<file path="config.mk">
export PLATFORM = sky130hd
export DESIGN_NAME = mem_port_arbiter
export DESIGN_NICKNAME = d
export VERILOG_FILES = /design/src/rtl/mem_port_arbiter.sv
export SDC_FILE = /design/constraint.sdc
export NUM_CORES = 1
export LEC_CHECK = 0
export CAP_MARGIN = 30
export CORE_MARGIN = 5
export CORE_UTILIZATION = 30
export CTS_BUF_LIST = sky130_fd_sc_hd__clkbuf_4 sky130_fd_sc_hd__clkbuf_8
export DETAILED_ROUTE_END_ITERATION = 10
export DONT_BUFFER_PORTS = 1
export PLACE_DENSITY_LB_ADDON = 0.05
export REMOVE_ABC_BUFFERS = 1
export SLEW_MARGIN = 10
export SYNTH_ARGS = -nofsm -noshare
export SYNTH_HDL_FRONTEND = slang
export SYNTH_SLANG_ARGS = --single-unit
</file>
<file path="constraint.sdc">
create_clock -name clk -period 2.5 [get_ports clk]
set_input_delay 0.75 -clock clk [delete_from_list [all_inputs] [get_ports clk]]
set_output_delay 0.75 -clock clk [all_outputs]
set_load 0.01 [all_outputs]
</file>
<file path="src/rtl/mem_port_arbiter.sv">
// N-channel arbiter onto one shared memory port; request-to-mem 1 cycle, mem_resp-to-ch_resp 1 cycle, one IDLE gap between accesses.
// Channels hold requests until ch_resp; the memory stalls via mem_resp. `ARB_FIXED_PRIO_EN selects lowest-index-wins instead of round-robin.
module mem_port_arbiter #(
  parameter int NUM_CH = 2,
  parameter int ADDR_W = 16,
  parameter int DATA_W = 16,
  parameter int MASK_W = DATA_W / 8
) (
  input  logic                       clk,
  input  logic                       rst,
  input  logic [NUM_CH-1:0]          ch_read,
  input  logic [NUM_CH-1:0]          ch_write,
  input  logic [NUM_CH*MASK_W-1:0]   ch_byte_enable,
  input  logic [NUM_CH*ADDR_W-1:0]   ch_address,
  input  logic [NUM_CH*DATA_W-1:0]   ch_wdata,
  output logic [NUM_CH-1:0]          ch_resp,
  output logic [DATA_W-1:0]          ch_rdata,
  output logic                       mem_read,
  output logic                       mem_write,
  output logic [MASK_W-1:0]          mem_byte_enable,
  output logic [ADDR_W-1:0]          mem_address,
  output logic [DATA_W-1:0]          mem_wdata,
  input  logic                       mem_resp,
  input  logic [DATA_W-1:0]          mem_rdata
);

  localparam int IDX_W = $clog2(NUM_CH);
  typedef logic [IDX_W-1:0] idx_t;
  typedef logic [IDX_W:0]   sum_t;

  typedef enum logic [1:0] {IDLE = 2'd0, ISSUE = 2'd1, RESP = 2'd2} state_t;

  state_t              state_q, state_d;
  idx_t                grant_q, grant_d;
  logic                rd_q, rd_d, wr_q, wr_d;
  logic [MASK_W-1:0]   be_q, be_d;
  logic [ADDR_W-1:0]   addr_q, addr_d;
  logic [DATA_W-1:0]   wdata_q, wdata_d;
  logic [DATA_W-1:0]   rdata_q, rdata_d;

  logic [NUM_CH-1:0]   req;
  logic [MASK_W-1:0]   be_arr    [NUM_CH];
  logic [ADDR_W-1:0]   addr_arr  [NUM_CH];
  logic [DATA_W-1:0]   wdata_arr [NUM_CH];
  idx_t                scan_start, pick, cand;
  sum_t                scan_sum;
  logic                found;

  assign req = ch_read | ch_write;

  for (genvar g = 0; g < NUM_CH; g++) begin : g_unpack
    assign be_arr[g]    = ch_byte_enable[g*MASK_W +: MASK_W];
    assign addr_arr[g]  = ch_address[g*ADDR_W +: ADDR_W];
    assign wdata_arr[g] = ch_wdata[g*DATA_W +: DATA_W];
  end

`ifdef ARB_FIXED_PRIO_EN
  assign scan_start = '0;
`else
  idx_t rr_ptr_q, rr_ptr_d;
  assign scan_start = rr_ptr_q;
`endif

  // Circular scan from scan_start; the first requester encountered wins.
  always_comb begin
    found    = 1'b0;
    pick     = '0;
    scan_sum = '0;
    cand     = '0;
    for (int k = 0; k < NUM_CH; k++) begin
      scan_sum = {1'b0, scan_start} + sum_t'(k);
      if (scan_sum >= sum_t'(NUM_CH)) scan_sum = scan_sum - sum_t'(NUM_CH);
      cand = scan_sum[IDX_W-1:0];
      if (!found && req[cand]) begin
        found = 1'b1;
        pick  = cand;
      end
    end
  end

  always_comb begin
    state_d = state_q;
    grant_d = grant_q;
    rd_d    = rd_q;
    wr_d    = wr_q;
    be_d    = be_q;
    addr_d  = addr_q;
    wdata_d = wdata_q;
    rdata_d = rdata_q;
`ifndef ARB_FIXED_PRIO_EN
    rr_ptr_d = rr_ptr_q;
`endif
    case (state_q)
      IDLE: begin
        if (found) begin
          grant_d = pick;
          rd_d    = ch_read[pick];
          wr_d    = ch_write[pick];
          be_d    = be_arr[pick];
          addr_d  = addr_arr[pick];
          wdata_d = wdata_arr[pick];
          state_d = ISSUE;
        end
      end
      ISSUE: begin
        if (mem_resp) begin
          rdata_d = mem_rdata;
          state_d = RESP;
`ifndef ARB_FIXED_PRIO_EN
          rr_ptr_d = (grant_q == idx_t'(NUM_CH - 1)) ? '0 : grant_q + 1'b1;
`endif
        end
      end
      RESP:    state_d = IDLE;
      default: state_d = IDLE;
    endcase
  end

  always_ff @(posedge clk or posedge rst) begin
    if (rst) state_q <= IDLE;
    else     state_q <= state_d;
  end

  always_ff @(posedge clk or posedge rst) begin
    if (rst) begin
      grant_q <= '0;
      rd_q    <= 1'b0;
      wr_q    <= 1'b0;
      be_q    <= '0;
      addr_q  <= '0;
      wdata_q <= '0;
      rdata_q <= '0;
`ifndef ARB_FIXED_PRIO_EN
      rr_ptr_q <= '0;
`endif
    end else begin
      grant_q <= grant_d;
      rd_q    <= rd_d;
      wr_q    <= wr_d;
      be_q    <= be_d;
      addr_q  <= addr_d;
      wdata_q <= wdata_d;
      rdata_q <= rdata_d;
`ifndef ARB_FIXED_PRIO_EN
      rr_ptr_q <= rr_ptr_d;
`endif
    end
  end

  // Memory side sees only latched fields, and only while ISSUE; write dominates read.
  always_comb begin
    mem_read        = (state_q == ISSUE) && rd_q && !wr_q;
    mem_write       = (state_q == ISSUE) && wr_q;
    mem_byte_enable = (state_q == ISSUE) ? be_q    : '0;
    mem_address     = (state_q == ISSUE) ? addr_q  : '0;
    mem_wdata       = (state_q == ISSUE) ? wdata_q : '0;
    ch_rdata        = rdata_q;
    ch_resp         = '0;
    for (int i = 0; i < NUM_CH; i++) begin
      ch_resp[i] = (state_q == RESP) && (grant_q == idx_t'(i));
    end
  end

endmodule

</file>
# [After elaboration in Yosys (flattened, before gate mapping)]
# Index checks and enable logic that the tools add are counted.
[word_totals] inputBits=91 reg_bits=56 output_inout_bits=54
[classes] n_reduce_logical=12 mux=30 order_cmp=6 bitwise=3 n_addsub=4 n_eq_ne=4
[ops] cell="2-to-1 mux 16 bit" n=8
[ops] cell="2-to-1 mux 1 bit" n=15
[ops] cell="2-to-1 mux 2 bit" n=6
[ops] cell="logical AND 1 bit" n=6
[ops] cell="< comparator 1 x 2 -> 1 bit, second input constant" n=3
[ops] cell="AND reduction 2 bit" n=3
[ops] cell=">= comparator 2 bit, second input constant" n=2
[ops] cell="inequality test 2 bit, second input constant" n=2
[ops] cell="case mux 2 bit (2 select lines)" n=1
[ops] cell="adder 1 x 1 -> 2 bit, second input constant" n=1
[ops] cell="== test 2 x 1 -> 1 bit, second input constant" n=1
[ops] cell="== test 2 bit, second input constant" n=1
[ops] cell=">= comparator 1 x 2 -> 1 bit, second input constant" n=1
[ops] cell="zero test 1 bit" n=2
[ops] cell="zero test 2 bit" n=1
[ops] cell="inverter 1 -> 2 bit" n=1
[ops] cell="OR 2 bit" n=1
[ops] cell="subtractor 1 bit, second input constant" n=2
[ops] cell="adder 1 bit, second input constant" n=1
[ops] cell="inverter 1 bit" n=1

# [Logic depth before layout (Yosys ltp)]
# Gate-level depths: netlist (run 1).
[logic_depth] ltp_word=12 mapped_depth=6

# [Worst setup path before layout (run 1)]
# No wires, ideal clock.
[synth_path] path_kind="in2reg" from="input port ch_write[0]" to="register wdata_q[10]" setup_ps=82 t_required_ps=2418 n_path_buf=3 slack_ps=480 path_stages=6 arrival_ps=1938 cell_sequence="or4_1 > buf_2 > and2_4 > buf_6 > buf_6 > a31oi_1"
[synth_between] elab_chain_cells=11 word_cells_on_any_way=16 cone_classes="mux (11); bitwise (2); reduce/logical (3)"
[synth_lines] item="start: declaration" line_no="12" text="input logic [NUM_CH-1:0] ch_write,"
[synth_lines] item="OR 2 bit (*)" line_no="49" text="assign req = ch_read | ch_write;"
[synth_lines] item="2-to-1 mux 1 bit (implied by the code) (2 in a row)" line_no="74" text="if (!found && req[cand]) begin"
[synth_lines] item="2-to-1 mux 1 bit" line_no="74"
[synth_lines] item="zero test 1 bit" line_no="74"
[synth_lines] item="logical AND 1 bit" line_no="74"
[synth_lines] item="2-to-1 mux 1 bit" line_no="74"
[synth_lines] item="inverter 1 -> 2 bit (implied by the code)" line_no="101" text="wdata_d = wdata_arr[pick];"
[synth_lines] item="2-to-1 mux 16 bit (implied by the code) (3 in a row)" line_no="101"
[synth_lines] item="end signal: assignment" line_no="142" text="wdata_q <= wdata_d;"
[synth_lines] item="end: declaration" line_no="38" text="logic [DATA_W-1:0] wdata_q, wdata_d;"
# Every way passes the cells marked *; elsewhere a longest branch is shown, timed or not. The select of a mux whose other input is x is not followed.
# A chain may end at the register's enable or synchronous reset.

# [Worst setup path after layout (run 1)]
[layout_path] from="register state_q[0]" to="output port mem_address[8]"
[layout_between] elab_chain_cells=2
[layout_lines] item="start: declaration" line_no="33" text="state_t state_q, state_d;"
[layout_lines] item="start signal: assignment" line_no="121" text="else state_q <= state_d;"
[layout_lines] item="== test 2 x 1 -> 1 bit" line_no="155" text="mem_address = (state_q == ISSUE) ? addr_q : '0;"
[layout_lines] item="2-to-1 mux 16 bit" line_no="155"
[layout_lines] item="end: declaration" line_no="21" text="output logic [ADDR_W-1:0] mem_address,"
# No other way between the ends.

==> flow_metrics.env, run 1 <==
export IMPL_crit_path_start_kind="register"
export IMPL_dr_pass1_iters=6
export IMPL_cts_tree="yes"
export IMPL_clk_pin_slew_worst_paths_ps=100
export IMPL_rsz0062_at_grt="no"
export IMPL_cts_buffers=5
export IMPL_ys_warn_count=0
export IMPL_drtIter0Drc=89
export IMPL_synth_seq_cells=56
export IMPL_synth_top_area_cell="dfrtp_1"
export IMPL_clockBufferDepth=2
export IMPL_grt_pass1_wl_um=13700
export IMPL_power_density_nw_per_um2=1320
export IMPL_final_cells=419
export IMPL_rr_endpoint="addr_q[13]$_DFFE_PP0P_"
export IMPL_reg2regPathDepth=3
export IMPL_vias=2290
export IMPL_cts_sinks=56
export IMPL_insertion_delay_ps=310
export IMPL_final_nets=377
export IMPL_placed_area_sq_um=3050
export IMPL_vias_per_cell=5.47
export IMPL_die_x_um=109
export IMPL_p_leak_nw=1.18
export IMPL_drv_slew=0
export IMPL_overflow=0
export IMPL_cts_hold_buf=0
export IMPL_worst_slew_pin_slew_ps=753
export IMPL_whs_ps=337
export IMPL_num_antenna_cells=0
export IMPL_hold_path_class="in2async"
export IMPL_yosys_top_cells_area="dfrtp_1, nand3b_1, and2_1"
export IMPL_netlist_instances=299
export IMPL_place_ws_ps=428
export IMPL_endpoint_kind="primary output"
export IMPL_cap_viol_max_count=0
export IMPL_drive_gt1_frac=0.140
export IMPL_reg2reg_from="rr_ptr_q$_DFFE_PP0P_"
export IMPL_postCtsSetupBuffers=0
export IMPL_fin_crit_ps=2300
export IMPL_synth_avg_cell_area_sq_um=9.76
export IMPL_slew_headroom=0.498
export IMPL_outcome="complete, no violations"
export IMPL_dp_cells=412
export IMPL_worstPathArrival_ps=1550
export IMPL_wirelength_um=8880
export IMPL_start_util=0.303
export IMPL_crit_required_ps=1750
export IMPL_dp_hpwl_um=5810
export IMPL_htreeDepth=2
export IMPL_grt_pass1_vias=2483
export IMPL_ant_nets=0
export IMPL_die_y_um=109
export IMPL_max_freq_mhz=435
export IMPL_cts_root_buf="clkbuf_8"
export IMPL_rows=36
export IMPL_portBuffers=0
export IMPL_crit_chain="nor2b_2, buf_4, and2_1"
export IMPL_routabilityCongestion=0.744
export IMPL_synth_cell_type_count=23
export IMPL_hold_violations=0
export IMPL_dieArea_sq_um=11800
export IMPL_wl_per_cell_um=21.2
export IMPL_synth_seq_area_share=0.480
export IMPL_areaGrowthSynthToFinish_pct=9.00
export IMPL_final_area_sq_um=3180
export IMPL_fin_skew_ps=8.57
export IMPL_antenna_found_initial=0
export IMPL_layout_setup_ws_ps=200
export IMPL_track_usage=0.149
export IMPL_cp_slowest_stage_delay_ps=460
export IMPL_yosys_area_top_type_share=0.480
export IMPL_cts_resized=0
export IMPL_design_core_area_sq_um=9640
export IMPL_setup_violations_final=0
export IMPL_drc=0
export IMPL_peakVddDrop_v=0.000414
export IMPL_io_pins=145
export IMPL_critPathKind="reg2out"
export IMPL_fin_crit_sh=0.920
export IMPL_r2r_slack_ps=810
export IMPL_crit_fanout=35
export IMPL_grt_max_degree=39
export IMPL_syn_area_sq_um=2920
export IMPL_cp_slowest_cell="dfrtp_1"
[cell usage after synthesis (all sizes together)]
library cell	n
dfrtp	56
a21oi	40
and2	36
nand3b	35
o21ai	35
a31oi	34
clkbuf	22
mux2	17
buf	7
nor2	3
a21boi	2
inv	2
nor3b	2
o21bai	2
and3b	1
nand2	1
nand2b	1
nor2b	1
o21ba	1
or4	1
[flip-flops by register name, summed over array words and instances, names as in the netlist]
register  flops
addr_q       16
ch_rdata     16
wdata_q      16
be_q          2
state_q       2
grant_q       1
rd_q          1
rr_ptr_q      1
wr_q          1
[where the power goes]
group	switching (W)	internal (W)	leakage, nW	total, W
registers	0.000328	0.00137	0.640	0.00170
clock network	0.000298	0.000395	0.0642	0.000693
logic	0.00112	0.000698	0.480	0.00181
[through the flow]
step	power, W	TNS, ps	utilization
CTS	0.00430	0	0.330
floorplan	0.00299	-7240	-
global placement	0.00357	0	0.317
detailed placement	0.00358	0	0.317
global route	0.00455	0	0.330
finish	0.00420	0	0.330
[area by class of cell]
| cell class | count | area, sq um |
|---|---|---|
| Fill cell | 1042 | 6460 |
| Sequential cell | 56 | 1400 |
| Clock inverter | 2 | 60.1 |
| Inverter | 2 | 7.51 |
| Timing Repair Buffer | 9 | 80.1 |
| Tap cell | 133 | 166 |
| Multi-Input combinational cell | 212 | 1400 |
| Clock buffer | 5 | 68.8 |
[worst max-delay path: cells and delay by family (launching register included)]
| family | cells | cell delay [ps] |
|---|---|---|
| buffers and inverters | 1 | 330 |
| and+or+nand+nor | 2 | 440 |
| DFF | 1 | 460 |
[cells by family (layout without fill, tap and decap cells)]
group,Yosys count,after routing,synth area share
mux,17,17,0.0656
flops,56,56,0.480
compound gates,114,114,0.215
simple gates,81,81,0.188
buf+inv,31,18,0.0510
[cells in the final DEF, fill, tap and decap left out]
| cell type | synthesis | final |
|---|---|---|
| nor3b_1 | 2 | 2 |
| nand2_1 | 1 | 1 |
| a21boi_0 | 2 | 2 |
| and2_1 | 35 | 35 |
| and2_4 | 1 | 1 |
| buf_12 | 0 | 1 |
| bufinv_16 | 0 | 2 |
| inv_1 | 2 | 1 |
| nor2b_2 | 0 | 1 |
| o21bai_1 | 2 | 1 |
| and3b_1 | 1 | 1 |
| o21ba_2 | 1 | 1 |
| or4_1 | 1 | 1 |
| mux2_2 | 17 | 17 |
| nor2_1 | 3 | 1 |
| a31oi_1 | 34 | 34 |
| dfrtp_1 | 56 | 56 |
| buf_4 | 0 | 8 |
| o21ai_0 | 35 | 35 |
| nor2_4 | 0 | 2 |
| inv_2 | 0 | 1 |
| nand3b_1 | 35 | 35 |
| nand2b_1 | 1 | 1 |
| a21oi_1 | 40 | 40 |
| o21bai_4 | 0 | 1 |
| clkbuf_8 | 0 | 5 |
[layer usage]
metal,up-vias,part of all wire,global-route usage,routed length (um)
li1,1050,-,-,-
met1,1124,0.41,0.178,3660
met2,106,0.47,0.249,4160
met3,10,0.11,0.0634,942
met4,0,0.013,0.0379,116
met5,-,0,0,0
[how the worst max path moves through the flow]
stage               slack (ps)                    from               endpoint
floorplan                 -210             ch_write[1]  addr_q[0]$_DFFE_PP0P_
global placement           430             ch_write[0]    grant_q$_DFFE_PP0P_
detailed placement         430             ch_write[0]    grant_q$_DFFE_PP0P_
CTS                        130  state_q[0]$_DFFE_PP0P_          mem_wdata[11]
global route                60  state_q[0]$_DFFE_PP0P_         mem_address[8]
finish                     200  state_q[0]$_DFFE_PP0P_         mem_address[8]
No activity file was read; power rests on OpenSTA's default activity.
==> inputs of run 2 (changes only) <==
--- a/config.mk
+++ b/config.mk
@@ -5,7 +5,6 @@
 export SDC_FILE = /design/constraint.sdc
 export NUM_CORES = 1
 export LEC_CHECK = 0
-export CAP_MARGIN = 30
 export CORE_MARGIN = 5
 export CORE_UTILIZATION = 30
 export CTS_BUF_LIST = sky130_fd_sc_hd__clkbuf_4 sky130_fd_sc_hd__clkbuf_8
==> constraint.sdc (replaced) <==
create_clock -name clk -period 2 [get_ports clk]
set_input_delay 0.6 -clock clk [delete_from_list [all_inputs] [get_ports clk]]
set_output_delay 0.6 -clock clk [all_outputs]
set_load 0.01 [all_outputs]
==> run 2 against run 1 <==
Effect of this change:
- non-clock buffer count up 10
- sequential share of layout area down 3.5 points
- critical path depth grew 1
- clock skew is 2.3 ps higher
- register-to-register slack got worse by 380 ps
- sequential cell count stayed put
- combinational power rose by 68%
- clock-buffer cell count is the same
- via count up 2.3%
- critical path type unchanged
- largest cell class is now multi-input gates
- largest power group unchanged
==> flow_metrics.env, run 2 (synthesis results as in run 1) <==
export IMPL_p_switching_w=0.00237
export IMPL_portBuffers=0
export IMPL_cap_viol_max_count=0
export IMPL_cts_buffers=5
export IMPL_grt_use_met1=0.178
export IMPL_final_common_cell="dfrtp_1"
export IMPL_busiest_layer="met2"
export IMPL_drc=0
export IMPL_crit_path_start_kind="register"
export IMPL_cts_tree="yes"
export IMPL_p_int_w=0.00369
export IMPL_drv_slew=0
export IMPL_routabilityCongestion=0.752
export IMPL_dp_cells=415
export IMPL_die_y_um=109
export IMPL_grt_pass1_vias=2541
export IMPL_reg2reg_from="rr_ptr_q$_DFFE_PP0P_"
export IMPL_fill_cells=1019
export IMPL_drive_gt1_frac=0.280
export IMPL_htreeDepth=2
export IMPL_rr_endpoint="addr_q[13]$_DFFE_PP0P_"
export IMPL_grt_pass1_wl_um=13900
export IMPL_worstPathArrival_ps=1390
export IMPL_hold_path_class="in2async"
export IMPL_track_usage=0.151
export IMPL_vias_per_cell=5.46
export IMPL_final_cell_mix="dfrtp_1, a21oi_1, o21ai_0, nand3b_1, a31oi_1"
export IMPL_dp_hpwl_um=5950
export IMPL_ant_nets=0
export IMPL_crit_required_ps=1400
export IMPL_fin_crit_ps=1990
export IMPL_reg2regPathDepth=4
export IMPL_vias=2342
export IMPL_cts_sinks=56
export IMPL_antenna_found_initial=0
export IMPL_max_freq_mhz=503
export IMPL_overflow=0
export IMPL_wirelength_um=9430
export IMPL_rows=36
export IMPL_peakVddDrop_v=0.000544
export IMPL_rsz0062_at_grt="yes"
export IMPL_p_leak_nw=1.33
export IMPL_endpoint_kind="primary output"
export IMPL_io_pins=145
export IMPL_swShare=0.391
export IMPL_clockBufferDepth=2
export IMPL_gr_usage_met2=0.258
export IMPL_dr_pass1_iters=6
export IMPL_slew_headroom=0.639
export IMPL_wl_per_cell_um=22.0
export IMPL_start_util=0.303
export IMPL_pwr_share_clk=0.143
export IMPL_dieArea_sq_um=11800
export IMPL_design_core_area_sq_um=9640
export IMPL_clk_pin_slew_worst_paths_ps=100
export IMPL_fin_crit_sh=0.994
export IMPL_cts_root_buf="clkbuf_8"
export IMPL_cts_hold_buf=0
export IMPL_num_antenna_cells=0
export IMPL_crit_fanout=8
export IMPL_grtUsageMet3=0.0645
export IMPL_grt_max_degree=70
export IMPL_critPathKind="reg2out"
export IMPL_power_frac_comb=0.503
export IMPL_outcome="complete, no violations"
export IMPL_seq_power_share=0.354
export IMPL_areaGrowthSynthToFinish_pct=18.5
export IMPL_r2r_slack_ps=430
export IMPL_final_area_sq_um=3460
export IMPL_placed_area_sq_um=3140
export IMPL_insertion_delay_ps=300
export IMPL_final_nets=387
export IMPL_final_cells=429
export IMPL_setup_violations_final=0
export IMPL_worst_slew_pin_slew_ps=540
export IMPL_drtIter0Drc=154
export IMPL_power_density_nw_per_um2=1750
export IMPL_die_x_um=109
export IMPL_hold_violations=0
export IMPL_fin_skew_ps=10.9
-- run 2: routing by layer --
layer / vias up / part of all wire
li1: 1068 / -
met1: 1161 / 0.41
met2: 107 / 0.48
met3: 6 / 0.11
met4: 0 / 0.0080
met5: - / 0
-- run 2: per-stage QoR --
stage	util	hold slack (ps)	total power [W]	setup slack (ps)	setup TNS [ps]
3_5_place_dp	0.326	515	0.00464	164	0
5_1_grt	0.359	230	0.00652	-42.1	-557
4_1_cts	0.340	212	0.00557	1.26	0
2_1_floorplan	-	473	0.00373	-565	-22390
6_report	0.359	207	0.00605	11.4	0
3_3_place_gp	0.326	509	0.00462	154	0
-- run 2: power groups by stage --
stage / combinational, W / sequential [W] / clock, W
2_1_floorplan: 0.00170 / 0.00203 / 0
3_3_place_gp: 0.00247 / 0.00215 / 0
3_5_place_dp: 0.00250 / 0.00215 / 0
4_1_cts: 0.00254 / 0.00214 / 0.000898
5_1_grt: 0.00335 / 0.00223 / 0.000945
6_report: 0.00304 / 0.00215 / 0.000864
-- run 2: critical path, stage by stage (launching register included) --
cell and delay (ps):
dfrtp_2 420, nor2b_4 180, buf_12 140, buf_6 150, and2_4 180
-- run 2: how the worst max path moves through the flow --
stage	start	end	slack, ps	cells after the start
global route	state_q[0]$_DFFE_PP0P_	mem_address[14]	-40	4
finish	state_q[0]$_DFFE_PP0P_	mem_address[8]	10	4
floorplan	state_q[0]$_DFFE_PP0P_	grant_q$_DFFE_PP0P_	-570	3
global placement	ch_write[0]	addr_q[15]$_DFFE_PP0P_	150	4
CTS	state_q[0]$_DFFE_PP0P_	mem_address[9]	1	3
detailed placement	ch_write[0]	addr_q[15]$_DFFE_PP0P_	160	4
-- run 2: final cells by class --
class	count	area (sq um)	area share
clock buffers	5	68.8	0.0199
inverters	2	7.51	0.00217
well taps	133	166	0.0481
repair buffers	19	273	0.0788
multi-input cells	212	1480	0.428
clock inverters	2	60.1	0.0174
flip-flops and latches	56	1400	0.406
-- run 2: what timing repair did --
action / 4_1_cts / 5_1_grt
resized for setup: 7 / 28
pin swaps: 0 / 9
cloned: 0 / 4
setup endpoints to repair: 36 / 36
setup buffers: 0 / 3
